$ cat src/rtl/e1_rx_bd_ctrl_if.sv
// Bundle of software-side FIFO/control signals and RX BD handshake for e1_rx_bd_ctrl.
interface e1_rx_bd_ctrl_if #(
  parameter int MFW        = 7,
  parameter int DEPTH_LOG2 = 2,
  parameter int MISS_W     = 16
);
  logic [MFW-1:0]        free_mf;
  logic                  free_push;
  logic                  free_full;
  logic [DEPTH_LOG2:0]   free_level;
  logic [MFW-1:0]        done_mf;
  logic [1:0]            done_crc_e;
  logic                  done_valid;
  logic                  done_ack;
  logic [DEPTH_LOG2:0]   done_level;
  logic [MFW-1:0]        rx_bd_mf;
  logic                  rx_bd_valid;
  logic [1:0]            rx_bd_crc_e;
  logic                  rx_bd_done;
  logic                  rx_bd_miss;
  logic                  ctrl_enable;
  logic                  ctrl_flush;
  logic                  ctrl_clr_err;
  logic [MISS_W-1:0]     miss_cnt;
  logic                  done_ovf;

  modport slave (
    input  free_mf, free_push, done_ack, rx_bd_crc_e, rx_bd_done, rx_bd_miss,
           ctrl_enable, ctrl_flush, ctrl_clr_err,
    output free_full, free_level, done_mf, done_crc_e, done_valid, done_level,
           rx_bd_mf, rx_bd_valid, miss_cnt, done_ovf
  );

  modport master (
    output free_mf, free_push, done_ack, rx_bd_crc_e, rx_bd_done, rx_bd_miss,
           ctrl_enable, ctrl_flush, ctrl_clr_err,
    input  free_full, free_level, done_mf, done_crc_e, done_valid, done_level,
           rx_bd_mf, rx_bd_valid, miss_cnt, done_ovf
  );
endinterface

$ cat src/rtl/e1_rx_bd_ctrl.sv
// E1 RX buffer-descriptor sequencer: free FIFO -> current BD -> done FIFO,
// with saturating miss counter and sticky done-FIFO overflow flag.
module e1_rx_bd_ctrl #(
  parameter int MFW        = 7,
  parameter int DEPTH_LOG2 = 2,
  parameter int MISS_W     = 16
) (
  input  logic           clk,
  input  logic           rst_n,
  e1_rx_bd_ctrl_if.slave bus
);
  localparam int DEPTH = 1 << DEPTH_LOG2;

  typedef logic [DEPTH_LOG2-1:0] ptr_t;
  typedef logic [DEPTH_LOG2:0]   lvl_t;
  typedef enum logic {ST_IDLE, ST_ACTIVE} state_t;

  localparam lvl_t LVL_FULL = lvl_t'(DEPTH);

  logic [MFW-1:0] free_mem [DEPTH];
  logic [MFW+1:0] done_mem [DEPTH];

  ptr_t              free_wr_q, free_rd_q, done_wr_q, done_rd_q;
  lvl_t              free_lvl_q, done_lvl_q;
  state_t            state_q;
  logic              bd_valid_q;
  logic [MFW-1:0]    bd_mf_q;
  logic [MISS_W-1:0] miss_cnt_q;
  logic              done_ovf_q;
  logic [MFW+1:0]    done_head;

  logic free_push_ok, free_pop, done_req, done_pop, done_push_ok, ovf_evt;

  always_comb begin
    free_push_ok = bus.free_push && !bus.ctrl_flush && (free_lvl_q != LVL_FULL);
    free_pop     = (state_q == ST_IDLE) && bus.ctrl_enable && !bus.ctrl_flush
                   && (free_lvl_q != '0);
    done_pop     = bus.done_ack && !bus.ctrl_flush && (done_lvl_q != '0);
    done_req     = (state_q == ST_ACTIVE) && bus.rx_bd_done && !bus.ctrl_flush;
    // A same-cycle pop frees the head slot, so a full done FIFO can still accept.
    done_push_ok = done_req && ((done_lvl_q != LVL_FULL) || done_pop);
    ovf_evt      = done_req && !done_push_ok;
  end

  always_ff @(posedge clk) begin
    if (free_push_ok) free_mem[free_wr_q] <= bus.free_mf;
    if (done_push_ok) done_mem[done_wr_q] <= {bus.rx_bd_crc_e, bd_mf_q};
  end

  always_ff @(posedge clk or negedge rst_n) begin
    if (!rst_n) begin
      free_wr_q  <= '0;
      free_rd_q  <= '0;
      free_lvl_q <= '0;
      done_wr_q  <= '0;
      done_rd_q  <= '0;
      done_lvl_q <= '0;
    end else if (bus.ctrl_flush) begin
      free_wr_q  <= '0;
      free_rd_q  <= '0;
      free_lvl_q <= '0;
      done_wr_q  <= '0;
      done_rd_q  <= '0;
      done_lvl_q <= '0;
    end else begin
      if (free_push_ok) free_wr_q <= free_wr_q + ptr_t'(1);
      if (free_pop)     free_rd_q <= free_rd_q + ptr_t'(1);
      if (done_push_ok) done_wr_q <= done_wr_q + ptr_t'(1);
      if (done_pop)     done_rd_q <= done_rd_q + ptr_t'(1);
      free_lvl_q <= free_lvl_q + lvl_t'(free_push_ok) - lvl_t'(free_pop);
      done_lvl_q <= done_lvl_q + lvl_t'(done_push_ok) - lvl_t'(done_pop);
    end
  end

  always_ff @(posedge clk or negedge rst_n) begin
    if (!rst_n) begin
      state_q    <= ST_IDLE;
      bd_valid_q <= 1'b0;
      bd_mf_q    <= '0;
    end else if (bus.ctrl_flush) begin
      state_q    <= ST_IDLE;
      bd_valid_q <= 1'b0;
    end else begin
      case (state_q)
        ST_IDLE: begin
          if (free_pop) begin
            state_q    <= ST_ACTIVE;
            bd_valid_q <= 1'b1;
            bd_mf_q    <= free_mem[free_rd_q];
          end
        end
        ST_ACTIVE: begin
          if (bus.rx_bd_done) begin
            state_q    <= ST_IDLE;
            bd_valid_q <= 1'b0;
          end
        end
        default: begin
          state_q    <= ST_IDLE;
          bd_valid_q <= 1'b0;
        end
      endcase
    end
  end

  // Clear wins over history but not over an event in the same cycle.
  always_ff @(posedge clk or negedge rst_n) begin
    if (!rst_n) begin
      miss_cnt_q <= '0;
      done_ovf_q <= 1'b0;
    end else begin
      if (bus.ctrl_clr_err) begin
        miss_cnt_q <= MISS_W'(bus.rx_bd_miss);
        done_ovf_q <= ovf_evt;
      end else begin
        if (bus.rx_bd_miss && (miss_cnt_q != '1)) miss_cnt_q <= miss_cnt_q + MISS_W'(1);
        if (ovf_evt) done_ovf_q <= 1'b1;
      end
    end
  end

  assign done_head       = done_mem[done_rd_q];
  assign bus.done_mf     = done_head[MFW-1:0];
  assign bus.done_crc_e  = done_head[MFW+1:MFW];
  assign bus.done_valid  = (done_lvl_q != '0);
  assign bus.done_level  = done_lvl_q;
  assign bus.free_level  = free_lvl_q;
  assign bus.free_full   = (free_lvl_q == LVL_FULL);
  assign bus.rx_bd_mf    = bd_mf_q;
  assign bus.rx_bd_valid = bd_valid_q;
  assign bus.miss_cnt    = miss_cnt_q;
  assign bus.done_ovf    = done_ovf_q;
endmodule

$ cat src/flat_wrapper.sv
// flat-port wrapper written by rule: the top's interface ports become plain ports
module e1_rx_bd_ctrl_flat 
#(
  parameter int MFW        = 7,
  parameter int DEPTH_LOG2 = 2,
  parameter int MISS_W     = 16
)
  (clk, rst_n, bus_free_mf, bus_free_push, bus_done_ack, bus_rx_bd_crc_e, bus_rx_bd_done, bus_rx_bd_miss, bus_ctrl_enable, bus_ctrl_flush, bus_ctrl_clr_err, bus_free_full, bus_free_level, bus_done_mf, bus_done_crc_e, bus_done_valid, bus_done_level, bus_rx_bd_mf, bus_rx_bd_valid, bus_miss_cnt, bus_done_ovf);
  e1_rx_bd_ctrl_if #(.MFW(MFW), .DEPTH_LOG2(DEPTH_LOG2), .MISS_W(MISS_W)) bus_i ();
  input  logic clk;
  input  logic rst_n;
  input wire logic [$bits(bus_i.free_mf)-1:0] bus_free_mf;
  input wire logic [$bits(bus_i.free_push)-1:0] bus_free_push;
  input wire logic [$bits(bus_i.done_ack)-1:0] bus_done_ack;
  input wire logic [$bits(bus_i.rx_bd_crc_e)-1:0] bus_rx_bd_crc_e;
  input wire logic [$bits(bus_i.rx_bd_done)-1:0] bus_rx_bd_done;
  input wire logic [$bits(bus_i.rx_bd_miss)-1:0] bus_rx_bd_miss;
  input wire logic [$bits(bus_i.ctrl_enable)-1:0] bus_ctrl_enable;
  input wire logic [$bits(bus_i.ctrl_flush)-1:0] bus_ctrl_flush;
  input wire logic [$bits(bus_i.ctrl_clr_err)-1:0] bus_ctrl_clr_err;
  output wire logic [$bits(bus_i.free_full)-1:0] bus_free_full;
  output wire logic [$bits(bus_i.free_level)-1:0] bus_free_level;
  output wire logic [$bits(bus_i.done_mf)-1:0] bus_done_mf;
  output wire logic [$bits(bus_i.done_crc_e)-1:0] bus_done_crc_e;
  output wire logic [$bits(bus_i.done_valid)-1:0] bus_done_valid;
  output wire logic [$bits(bus_i.done_level)-1:0] bus_done_level;
  output wire logic [$bits(bus_i.rx_bd_mf)-1:0] bus_rx_bd_mf;
  output wire logic [$bits(bus_i.rx_bd_valid)-1:0] bus_rx_bd_valid;
  output wire logic [$bits(bus_i.miss_cnt)-1:0] bus_miss_cnt;
  output wire logic [$bits(bus_i.done_ovf)-1:0] bus_done_ovf;
  assign bus_i.free_mf = bus_free_mf;
  assign bus_i.free_push = bus_free_push;
  assign bus_i.done_ack = bus_done_ack;
  assign bus_i.rx_bd_crc_e = bus_rx_bd_crc_e;
  assign bus_i.rx_bd_done = bus_rx_bd_done;
  assign bus_i.rx_bd_miss = bus_rx_bd_miss;
  assign bus_i.ctrl_enable = bus_ctrl_enable;
  assign bus_i.ctrl_flush = bus_ctrl_flush;
  assign bus_i.ctrl_clr_err = bus_ctrl_clr_err;
  assign bus_free_full = bus_i.free_full;
  assign bus_free_level = bus_i.free_level;
  assign bus_done_mf = bus_i.done_mf;
  assign bus_done_crc_e = bus_i.done_crc_e;
  assign bus_done_valid = bus_i.done_valid;
  assign bus_done_level = bus_i.done_level;
  assign bus_rx_bd_mf = bus_i.rx_bd_mf;
  assign bus_rx_bd_valid = bus_i.rx_bd_valid;
  assign bus_miss_cnt = bus_i.miss_cnt;
  assign bus_done_ovf = bus_i.done_ovf;
  e1_rx_bd_ctrl #(.MFW(MFW), .DEPTH_LOG2(DEPTH_LOG2), .MISS_W(MISS_W)) u_core (.clk(clk), .rst_n(rst_n), .bus(bus_i));
endmodule
$ cat config.mk
export PLATFORM = sky130hd
export DESIGN_NAME = e1_rx_bd_ctrl_flat
export DESIGN_NICKNAME = d
export VERILOG_FILES = /design/src/rtl/e1_rx_bd_ctrl_if.sv /design/src/rtl/e1_rx_bd_ctrl.sv /design/src/flat_wrapper.sv
export SDC_FILE = /design/constraint.sdc
export NUM_CORES = 1
export LEC_CHECK = 0
export CAP_MARGIN = 20
export CELL_PAD_IN_SITES_DETAIL_PLACEMENT = 0
export CELL_PAD_IN_SITES_GLOBAL_PLACEMENT = 2
export CORE_ASPECT_RATIO = 0.9
export CORE_UTILIZATION = 35
export CTS_BUF_LIST = sky130_fd_sc_hd__clkbuf_4
export DETAILED_ROUTE_END_ITERATION = 8
export PLACE_DENSITY = 0.8
export SLEW_MARGIN = 20
export SYNTH_ARGS = -nofsm -noshare
export SYNTH_HDL_FRONTEND = slang
export SYNTH_SLANG_ARGS = --single-unit
export TNS_END_PERCENT = 10
$ cat constraint.sdc
create_clock -name clk -period 2.5 [get_ports clk]
set_input_delay 0.625 -clock clk [delete_from_list [all_inputs] [get_ports clk]]
set_output_delay 0.625 -clock clk [all_outputs]
set_load 0.01 [all_outputs]
== After elaboration in Yosys (flattened, before gate mapping) ==
Memories as Yosys holds them, arrays and structs flattened. A register that Yosys moved wholly into a read port is not among the register bits.
Index checks and enable logic that the tools add are counted.

* Memories: 2
* Bits of input ports: 18
* Bits in writable memories: 64
* Output and inout bits: 42
* Bits in registers: 33
* Logic and storage cells: 81

{| class="wikitable"
|+ Memory list
! memory !! words !! bits a word !! rd ports !! clocked after memory_dff !! write ports !! RTL line !! source
|-
| u_core.done_mem || 4 || 9 || 1 || 0 || 1 || e1_rx_bd_ctrl.sv:21 || <nowiki>logic [MFW+1:0] done_mem [DEPTH];</nowiki>
|-
| u_core.free_mem || 4 || 7 || 1 || 1 || 1 || e1_rx_bd_ctrl.sv:20 || <nowiki>logic [MFW-1:0] free_mem [DEPTH];</nowiki>
|}

* Bitwise gates (word level): 2
* Mux-type cells: 26
* Eq/ne operators: 6
* Reductions and logical operators: 26
* Add/sub/neg operators: 9

{| class="wikitable"
|+ Operators by type and width
! kind !! count
|-
| 2-to-1 mux 16 bit || 2
|-
| adder 16 x 1 -> 16 bit (second input constant) || 1
|-
| 2-to-1 mux 2 bit || 8
|-
| inequality test 16 bit (second input constant) || 1
|-
| logical AND 1 bit || 12
|-
| 2-to-1 mux 1 bit || 12
|-
| nonzero test 2 bit || 6
|-
| inequality test 3 bit (second input constant) || 3
|-
| adder 2 x 1 -> 2 bit (second input constant) || 4
|-
| adder 3 x 1 -> 3 bit || 2
|-
| 2-to-1 mux 3 bit || 2
|-
| nonzero test 3 bit || 2
|-
| subtractor 3 x 1 -> 3 bit || 2
|-
| one-hot mux 1 bit (2 select lines) || 2
|-
| equality test 3 bit (second input constant) || 1
|-
| logical NOT 1 bit || 3
|-
| inequality test 3 x 2 -> 1 bit (second input constant) || 1
|-
| AND reduction 3 bit || 1
|-
| inverter 1 bit || 2
|-
| AND reduction 2 bit || 1
|-
| logical OR 1 bit || 1
|}

== Longest topological paths before layout ==
Gate-level depths: netlist (run 1).

* Depth after elaboration: 9
* Mapped depth: 10
* Depth with buffers taken out: 10

== Worst setup path before layout (run 1) ==
No wires, ideal clock.

* Kind: input -> register
* From: in bus_ctrl_flush
* To: reg u_core.done_lvl_q[2], in the netlist u_core.bus.done_level[2]
* Setup time: 0.132 ns
* Data arrival time: 2.302 ns
* Data required time: 2.368 ns
* Buffers on the path: 2
* Cell stages on the path: 10
* Setup slack: 0.066 ns
* Path through: clkbuf_1 -> buf_1 -> nor2_1 -> ha_1 -> inv_1 -> ha_1 -> inv_1 -> fa_1 -> xnor2_1 -> nor2_1

* Cells in the longest elaborated chain, start to end: 8
* Elaborated cells on any way between the ends: 9
* Classes of those cells: 2 x add/sub; 1 x mux; 6 x reduce/logical

{| class="wikitable"
|+ Ends and longest elaborated chain
! element !! RTL line !! source
|-
| start: declaration || flat_wrapper.sv:19 || <nowiki>input wire logic [$bits(bus_i.ctrl_flush)-1:0] bus_ctrl_flush;</nowiki>
|-
| logical NOT 1 bit || e1_rx_bd_ctrl.sv:38, e1_rx_bd_ctrl.sv:39 ||
|-
| logical AND 1 bit (2 in a row) || e1_rx_bd_ctrl.sv:38 || <nowiki>done_pop = bus.done_ack && !bus.ctrl_flush && (done_lvl_q != '0);</nowiki>
|-
| logical OR 1 bit || e1_rx_bd_ctrl.sv:41 || <nowiki>done_push_ok = done_req && ((done_lvl_q != LVL_FULL) || done_pop);</nowiki>
|-
| logical AND 1 bit || e1_rx_bd_ctrl.sv:41 ||
|-
| adder 3 x 1 -> 3 bit || e1_rx_bd_ctrl.sv:71 || <nowiki>done_lvl_q <= done_lvl_q + lvl_t'(done_push_ok) - lvl_t'(done_pop);</nowiki>
|-
| subtractor 3 x 1 -> 3 bit || e1_rx_bd_ctrl.sv:71 ||
|-
| 2-to-1 mux 3 bit * || e1_rx_bd_ctrl.sv:58 || <nowiki>end else if (bus.ctrl_flush) begin</nowiki>
|-
| end signal: assignment || e1_rx_bd_ctrl.sv:71 ||
|-
| end: declaration || e1_rx_bd_ctrl.sv:24 || <nowiki>lvl_t free_lvl_q, done_lvl_q;</nowiki>
|}

Mark *: on every way between the ends. The rest lies on a longest branch, timed or not.
A chain may end at the register's enable or synchronous reset.

== Worst setup path after layout (run 1) ==
* From: reg u_core.done_rd_q[0]
* To: out bus_done_mf[3]

* Cells in the longest elaborated chain, start to end: 1

{| class="wikitable"
|+ Ends and longest elaborated chain
! element !! RTL line !! source
|-
| start: declaration || e1_rx_bd_ctrl.sv:23 || <nowiki>ptr_t free_wr_q, free_rd_q, done_wr_q, done_rd_q;</nowiki>
|-
| start signal: assignment || e1_rx_bd_ctrl.sv:69 || <nowiki>if (done_pop) done_rd_q <= done_rd_q + ptr_t'(1);</nowiki>
|-
| memory read (4 x 9 bit) || n/a ||
|-
| end: declaration || flat_wrapper.sv:23 || <nowiki>output wire logic [$bits(bus_i.done_mf)-1:0] bus_done_mf;</nowiki>
|}

No other way between the ends.

==> results.sh, run 1 <==
export IMPL_yosysUniqueCellTypes=52
export IMPL_slowest_delay_ps=520
export IMPL_die_x_um=122
export IMPL_drv_slew=0
export IMPL_status="finished, final reports clean"
export IMPL_clkTransAtPathRegs_ps=160
export IMPL_cts_sinks=104
export IMPL_track_usage_pct=13.8
export IMPL_worst_slew_pin_slew_ps=566
export IMPL_peakVddDrop_v=0.000256
export IMPL_min_period_ps=2400
export IMPL_rsz0062_at_grt="false"
export IMPL_drtIter0Drc=133
export IMPL_gp_congestion=0.715
export IMPL_powerDensity_nw_per_um2=737
export IMPL_drive_gt1_share_pct=20.9
export IMPL_htree_levels=3
export IMPL_grt_antenna_before_repair=0
export IMPL_grt_remaining_overflow=0
export IMPL_startpoint_type="flop"
export IMPL_io_pin_count=60
export IMPL_final_cell_mix="64 x edfxtp_1, 48 x clkdlybuf4s50_1, 40 x dfrtp_1, 25 x buf_4, 19 x nor2_1"
export IMPL_synthMuxAreaShare_pct=10.9
export IMPL_die_y_um=110
export IMPL_period_share_pct=95.8
export IMPL_reg2reg_from="u_core.bus.done_level[0]"
export IMPL_hold_class="in -> async"
export IMPL_yosys_area_share_simple_pct=11.2
export IMPL_clock_latency_ps=450
export IMPL_start_util_pct=35.8
export IMPL_crit_type="reg -> out"
export IMPL_diodes=0
export IMPL_ys_warn_count=0
export IMPL_worst_slack_ps=104
export IMPL_async_flop_share_pct=38.5
export IMPL_synthAdderAreaFrac_pct=4.48
export IMPL_drt_pass1_iter_count=6
export IMPL_synth_top_family_by_area="simple AND/OR/NAND/NOR gates"
export IMPL_n_fill_cell=1123
export IMPL_grt_pass1_vias=2580
export IMPL_critPathSlowestCell="mux4_2"
export IMPL_row_count=39
export IMPL_fin_tns_setup_ps=0
export IMPL_crit_required_ps=1880
export IMPL_syn_area_um2=4530
export IMPL_synth_xor_area_share_pct=1.74
export IMPL_netlist_instances=296
export IMPL_num_vias=2750
export IMPL_whs_ps=84.3
export IMPL_finalNetCount=417
export IMPL_ys_ff_latch=104
export IMPL_clk_path_buf_depth=2
export IMPL_regArea_um2=2920
export IMPL_fin_area_um2=5640
export IMPL_cts_buffers=9
export IMPL_p_leak_nw=2.13
export IMPL_drtAntennaViolNets=0
export IMPL_cts_setup_buffers=0
export IMPL_synth_ff_type="edfxtp_1"
export IMPL_cap_violations=0
export IMPL_cts_tree="yes"
export IMPL_path_cells="buf_12 -> mux4_2 -> clkdlybuf4s15_1"
export IMPL_wirelength_um=8490
export IMPL_ys_seq_area_share_pct=64.6
export IMPL_crit_arrival_ps=1770
export IMPL_grt_max_degree=19
export IMPL_crit_fanout=11
export IMPL_place_ws_ps=-172
export IMPL_numPortBuffers=59
export IMPL_avgRoutedWirePerCell_um=15.4
export IMPL_synth_edff_count=64
export IMPL_die_area_um2=13400
export IMPL_viasPerCell=4.98
export IMPL_drc=0
export IMPL_syn_nets=329
export IMPL_r2r_end="u_core.bus.done_level[2]"
export IMPL_place_area_um2=5520
export IMPL_finalClockSkew_ps=16.5
export IMPL_setup_viol=0
export IMPL_synth_compound_area_share_pct=5.03
export IMPL_layout_commonest_cell="edfxtp_1"
export IMPL_core_area_um2=12600
export IMPL_syn2layout_area_growth_pct=24.7
export IMPL_synth_avg_cell_area_um2=15.3
export IMPL_dp_hpwl_um=6150
export IMPL_finalHoldViolCount=0
export IMPL_setup_worst_path_end_class="output port"
export IMPL_reg2regPathDepth=10
export IMPL_cts_root_buffer="clkbuf_4"
export IMPL_maxSlewHeadroom_pct=62.0
export IMPL_multiInputGateArea_um2=1510
export IMPL_grt_pass1_wl_um=13800
export IMPL_r2r_slack_ps=300
export IMPL_fmax_mhz=417
[layout make-up]
cell class	count	area share, %
sequential	104	51.8
multi-input combinational	170	26.8
timing repair buffer	87	14.8
tap	164	3.64
clock buffer	9	1.20
clock inverter	6	0.909
inverter	12	0.798
[critical path: cells and delay by family (launching register included)]
kind / cells / cell delay [ps]
buffers and inverters: 2 / 410
DFF: 1 / 400
muxes: 1 / 520
[logic make-up (layout without fill, tap and decap cells)]
group,after synthesis,after routing
AO/OA/AOI/OAI,34,34
XOR/XNOR,9,9
adder cells (fa/ha/maj),15,15
buffers and inverters,22,114
flip-flops,104,104
multiplexers,28,28
AND/OR/NAND/NOR,84,84
[metrics by stage]
step | util [%] | power, mW | std cells
2_1_floorplan | - | 2.84 | 296
3_3_place_gp | 43.6 | 3.43 | 537
5_1_grt | 44.6 | 4.40 | 552
6_report | 44.6 | 4.16 | 552
4_1_cts | 44.5 | 4.22 | 552
3_5_place_dp | 43.6 | 3.46 | 537
[power breakdown]
group | internal [mW] | switching [mW]
sequential | 2.06 | 0.187
combinational | 0.669 | 0.464
clock | 0.218 | 0.565
total | 2.94 | 1.22
[synth_stat cells, types with 5 or more instances]
master / n / area (um^2)
nor2_1: 19 / 71.3
mux4_2: 16 / 360
xnor2_1: 5 / 43.8
nand2_1: 13 / 48.8
dfrtp_1: 40 / 1000
nand3_1: 8 / 40.0
edfxtp_1: 64 / 1920
o31ai_1: 6 / 45.0
and2_1: 8 / 50.1
inv_1: 12 / 45.0
a21oi_1: 10 / 50.1
mux2_2: 8 / 90.1
ha_1: 13 / 163
[state kept, by name (all words and copies together) (netlist names)]
| signal | cells |
|---|---|
| u_core.bus.free_level | 3 |
| u_core.bus.rx_bd_valid | 1 |
| u_core.done_wr_q | 2 |
| u_core.bus.done_ovf | 1 |
| u_core.free_rd_q | 2 |
| u_core.free_wr_q | 2 |
| u_core.bus.done_level | 3 |
| u_core.done_rd_q | 2 |
| u_core.done_mem | 36 |
| u_core.bus.rx_bd_mf | 7 |
| u_core.free_mem | 28 |
| u_core.bus.miss_cnt | 16 |
| u_core.state_q | 1 |
[how the worst max path moves through the flow]
stage | startpoint | to | slack (ps) | depth (start not counted)
2_1_floorplan | bus_ctrl_flush | u_core.bus.done_level[2] | 70 | 10
3_3_place_gp | bus_ctrl_flush | u_core.bus.free_level[2] | -160 | 10
3_5_place_dp | bus_ctrl_flush | u_core.bus.free_level[2] | -170 | 10
4_1_cts | u_core.done_rd_q[0] | bus_done_mf[3] | 0.2 | 3
5_1_grt | u_core.done_rd_q[0] | bus_done_mf[0] | 8 | 3
6_report | u_core.done_rd_q[0] | bus_done_mf[3] | 100 | 3
[layer usage]
layer	vias up	part of all wire, %	track usage [%]
met5	-	0	0
met4	0	1.7	6.08
met3	11	4.6	2.75
met2	62	46	20.8
met1	1373	48	19.2
li1	1304	-	-
[timing repair]
action / CTS / global route
hold buffers: 0 / 0
gates resized for setup: 9 / 11
endpoints found under the setup margin: 9 / 11
Power figures use the tool's default switching activity.
==> inputs of run 2 (changes only) <==
--- a/config.mk
+++ b/config.mk
@@ -5,15 +5,16 @@
 export SDC_FILE = /design/constraint.sdc
 export NUM_CORES = 1
 export LEC_CHECK = 0
-export CAP_MARGIN = 20
+export CAP_MARGIN = 30
 export CELL_PAD_IN_SITES_DETAIL_PLACEMENT = 0
 export CELL_PAD_IN_SITES_GLOBAL_PLACEMENT = 2
 export CORE_ASPECT_RATIO = 0.9
 export CORE_UTILIZATION = 35
 export CTS_BUF_LIST = sky130_fd_sc_hd__clkbuf_4
+export CTS_CLUSTER_DIAMETER = 30
 export DETAILED_ROUTE_END_ITERATION = 8
 export PLACE_DENSITY = 0.8
-export SLEW_MARGIN = 20
+export SLEW_MARGIN = 0
 export SYNTH_ARGS = -nofsm -noshare
 export SYNTH_HDL_FRONTEND = slang
 export SYNTH_SLANG_ARGS = --single-unit
==> results of run 2 <==
No change in the layout: final DEF, timing and power equal those of run 1.
==> inputs of run 3 (changes only) <==
--- a/config.mk
+++ b/config.mk
@@ -5,6 +5,7 @@
 export SDC_FILE = /design/constraint.sdc
 export NUM_CORES = 1
 export LEC_CHECK = 0
+export ABC_CLOCK_PERIOD_IN_PS = 2500
 export CAP_MARGIN = 30
 export CELL_PAD_IN_SITES_DETAIL_PLACEMENT = 0
 export CELL_PAD_IN_SITES_GLOBAL_PLACEMENT = 2
@@ -13,7 +14,9 @@
 export CTS_BUF_LIST = sky130_fd_sc_hd__clkbuf_4
 export CTS_CLUSTER_DIAMETER = 30
 export DETAILED_ROUTE_END_ITERATION = 8
+export GPL_ROUTABILITY_DRIVEN = 0
 export PLACE_DENSITY = 0.8
+export SETUP_SLACK_MARGIN = 0.4
 export SLEW_MARGIN = 0
 export SYNTH_ARGS = -nofsm -noshare
 export SYNTH_HDL_FRONTEND = slang
==> results.sh, run 3 (synthesis gave the netlist of run 1 again) <==
export IMPL_path_delay_family="multiplexers"
export IMPL_core_area_um2=12600
export IMPL_clkTransAtPathRegs_ps=160
export IMPL_combPwrFrac_pct=28.7
export IMPL_htree_levels=3
export IMPL_avgRoutedWirePerCell_um=15.4
export IMPL_slowest_delay_ps=500
export IMPL_drtAntennaViolNets=0
export IMPL_start_util_pct=35.8
export IMPL_drive_gt1_share_pct=28.6
export IMPL_fmax_mhz=422
export IMPL_dp_hpwl_um=6270
export IMPL_final_cell_mix="64 x edfxtp_1, 47 x clkdlybuf4s50_1, 35 x dfrtp_1, 27 x buf_4, 18 x nor2_1"
export IMPL_drt_pass1_iter_count=4
export IMPL_syn2layout_area_growth_pct=28.4
export IMPL_p_int_mw=3.15
export IMPL_peakVddDrop_v=0.000279
export IMPL_powerDensity_nw_per_um2=757
export IMPL_status="finished, final reports clean"
export IMPL_crit_required_ps=1880
export IMPL_place_inst=533
export IMPL_hold_class="in -> async"
export IMPL_wirelength_um=8600
export IMPL_row_count=39
export IMPL_path_cells="buf_12 -> buf_16 -> mux4_2 -> buf_6"
export IMPL_period_share_pct=94.7
export IMPL_fin_tns_setup_ps=0
export IMPL_grt_remaining_overflow=0
export IMPL_maxSlewHeadroom_pct=51.0
export IMPL_regMostFlops="u_core.done_mem"
export IMPL_setup_worst_path_end_class="output port"
export IMPL_clk_path_buf_depth=2
export IMPL_setup_viol=0
export IMPL_diodes=0
export IMPL_crit_type="reg -> out"
export IMPL_largest_register_ffs=36
export IMPL_die_x_um=122
export IMPL_cp_endpoint="bus_done_mf[3]"
export IMPL_crit_arrival_ps=1740
export IMPL_pwr_share_clk_pct=19.9
export IMPL_drtIter0Drc=138
export IMPL_critPathSlowestCell="mux4_2"
export IMPL_whs_ps=222
export IMPL_grt_max_degree=32
export IMPL_cts_hold_buf=0
export IMPL_finalNetCount=423
export IMPL_num_vias=2720
export IMPL_crit_fanout=4
export IMPL_reg2regPathDepth=9
export IMPL_io_pin_count=60
export IMPL_viasPerCell=4.87
export IMPL_rsz0062_at_grt="true"
export IMPL_worst_slew_pin_slew_ps=735
export IMPL_reg2reg_from="u_core.bus.free_level[1]"
export IMPL_r2r_slack_ps=340
export IMPL_finalClockSkew_ps=16.3
export IMPL_startpoint_type="flop"
export IMPL_r2r_end="u_core.bus.free_level[1]"
export IMPL_n_fill_cell=1119
export IMPL_p_leak_nw=2.18
export IMPL_numPortBuffers=59
export IMPL_die_y_um=110
export IMPL_finalPower_mw=4.40
export IMPL_die_area_um2=13400
export IMPL_layout_commonest_cell="edfxtp_1"
export IMPL_cts_root_buffer="clkbuf_4"
export IMPL_cap_violations=0
export IMPL_critPathBufInv=3
export IMPL_cts_sinks=104
export IMPL_critPathLaunch="u_core.done_rd_q[0]"
export IMPL_path_depth=4
export IMPL_power_frac_seq_pct=51.5
export IMPL_swShare_pct=28.5
export IMPL_grt_pass1_vias=2750
export IMPL_grt_antenna_before_repair=0
export IMPL_finalHoldViolCount=0
export IMPL_cts_buffers=9
export IMPL_track_usage_pct=14.0
export IMPL_cts_tree="yes"
export IMPL_drc=0
export IMPL_grt_pass1_wl_um=14200
export IMPL_finalNonFillerCells=559
export IMPL_clock_latency_ps=440
export IMPL_min_period_ps=2370
export IMPL_netSwitchingPower_mw=1.25
export IMPL_drv_slew=0
[run 3: cell count changes in the layout (fill, tap and decap cells not counted), sizes merged]
| cell | previous run | this run |
|---|---|---|
| buf | 29 | 44 |
| bufinv | 0 | 1 |
| clkbuf | 9 | 10 |
| clkdlybuf4s15 | 9 | 0 |
| clkdlybuf4s50 | 48 | 47 |
| clkinvlp | 0 | 2 |
| inv | 16 | 14 |
[run 3: worst min-delay path by stage]
| stage | startpoint | end | slack (ps) | depth (start not counted) |
|---|---|---|---|---|
| after detailed placement | u_core.bus.done_ovf | u_core.bus.done_ovf | 490 | 2 |
| after global routing | rst_n | u_core.bus.rx_bd_valid | 240 | 1 |
| after global placement | u_core.bus.done_ovf | u_core.bus.done_ovf | 490 | 2 |
| final | rst_n | u_core.bus.done_level[0] | 220 | 1 |
| after floorplan | rst_n | u_core.bus.done_level[0] | 330 | 0 |
| after CTS | rst_n | u_core.bus.done_ovf | 230 | 1 |
[run 3: routing by layer]
layer | vias to the layer above | routed length [um] | GRT usage, %
li1 | 1322 | - | -
met3 | 10 | 229 | 2.70
met5 | - | 0 | 0
met4 | 0 | 106 | 3.70
met1 | 1350 | 3950 | 18.7
met2 | 38 | 4310 | 23.4
[run 3: cell type report]
| type | count | area [um^2] | share of cell area [%] |
|---|---|---|---|
| timing repair buffer | 93 | 920 | 15.8 |
| clock inverter | 7 | 80.1 | 1.38 |
| multi-input combinational | 170 | 1570 | 26.9 |
| inverter | 12 | 45.0 | 0.775 |
| sequential | 104 | 2930 | 50.4 |
| clock buffer | 9 | 67.6 | 1.16 |
| tap | 164 | 205 | 3.53 |
[run 3: power by group through the flow]
stage	logic (mW)	registers, mW	clock network (mW)
floorplan	0.628	2.27	0
global route	1.39	2.30	0.971
CTS	1.25	2.28	0.918
global placement	1.14	2.31	0
detailed placement	1.15	2.33	0
finish	1.26	2.27	0.874
[run 3: worst register-to-register path: cells and delay by family, from the launching register on]
family                     cells  cell delay [ps]
and+or+nand+nor                3              490
DFF                            1              480
adders and majority gates      3              860
buffers and inverters          3              240
[run 3: per-stage QoR]
| step | area [um^2] | utilization, % | worst slack, ps |
|---|---|---|---|
| 2_1_floorplan | 4600 | - | 387 |
| 3_3_place_gp | 5570 | 44.0 | -143 |
| 3_5_place_dp | 5570 | 44.0 | -193 |
| 4_1_cts | 5770 | 45.6 | 92.7 |
| 5_1_grt | 5810 | 46.0 | 41.2 |
| 6_report | 5810 | 46.0 | 133 |
[run 3: what timing repair did]
item	4_1_cts	5_1_grt
resized for setup	43	6
hold endpoints to repair	0	0
setup buffers	5	4
setup endpoints to repair	36	64
cloned	1	0
pin swaps	0	0
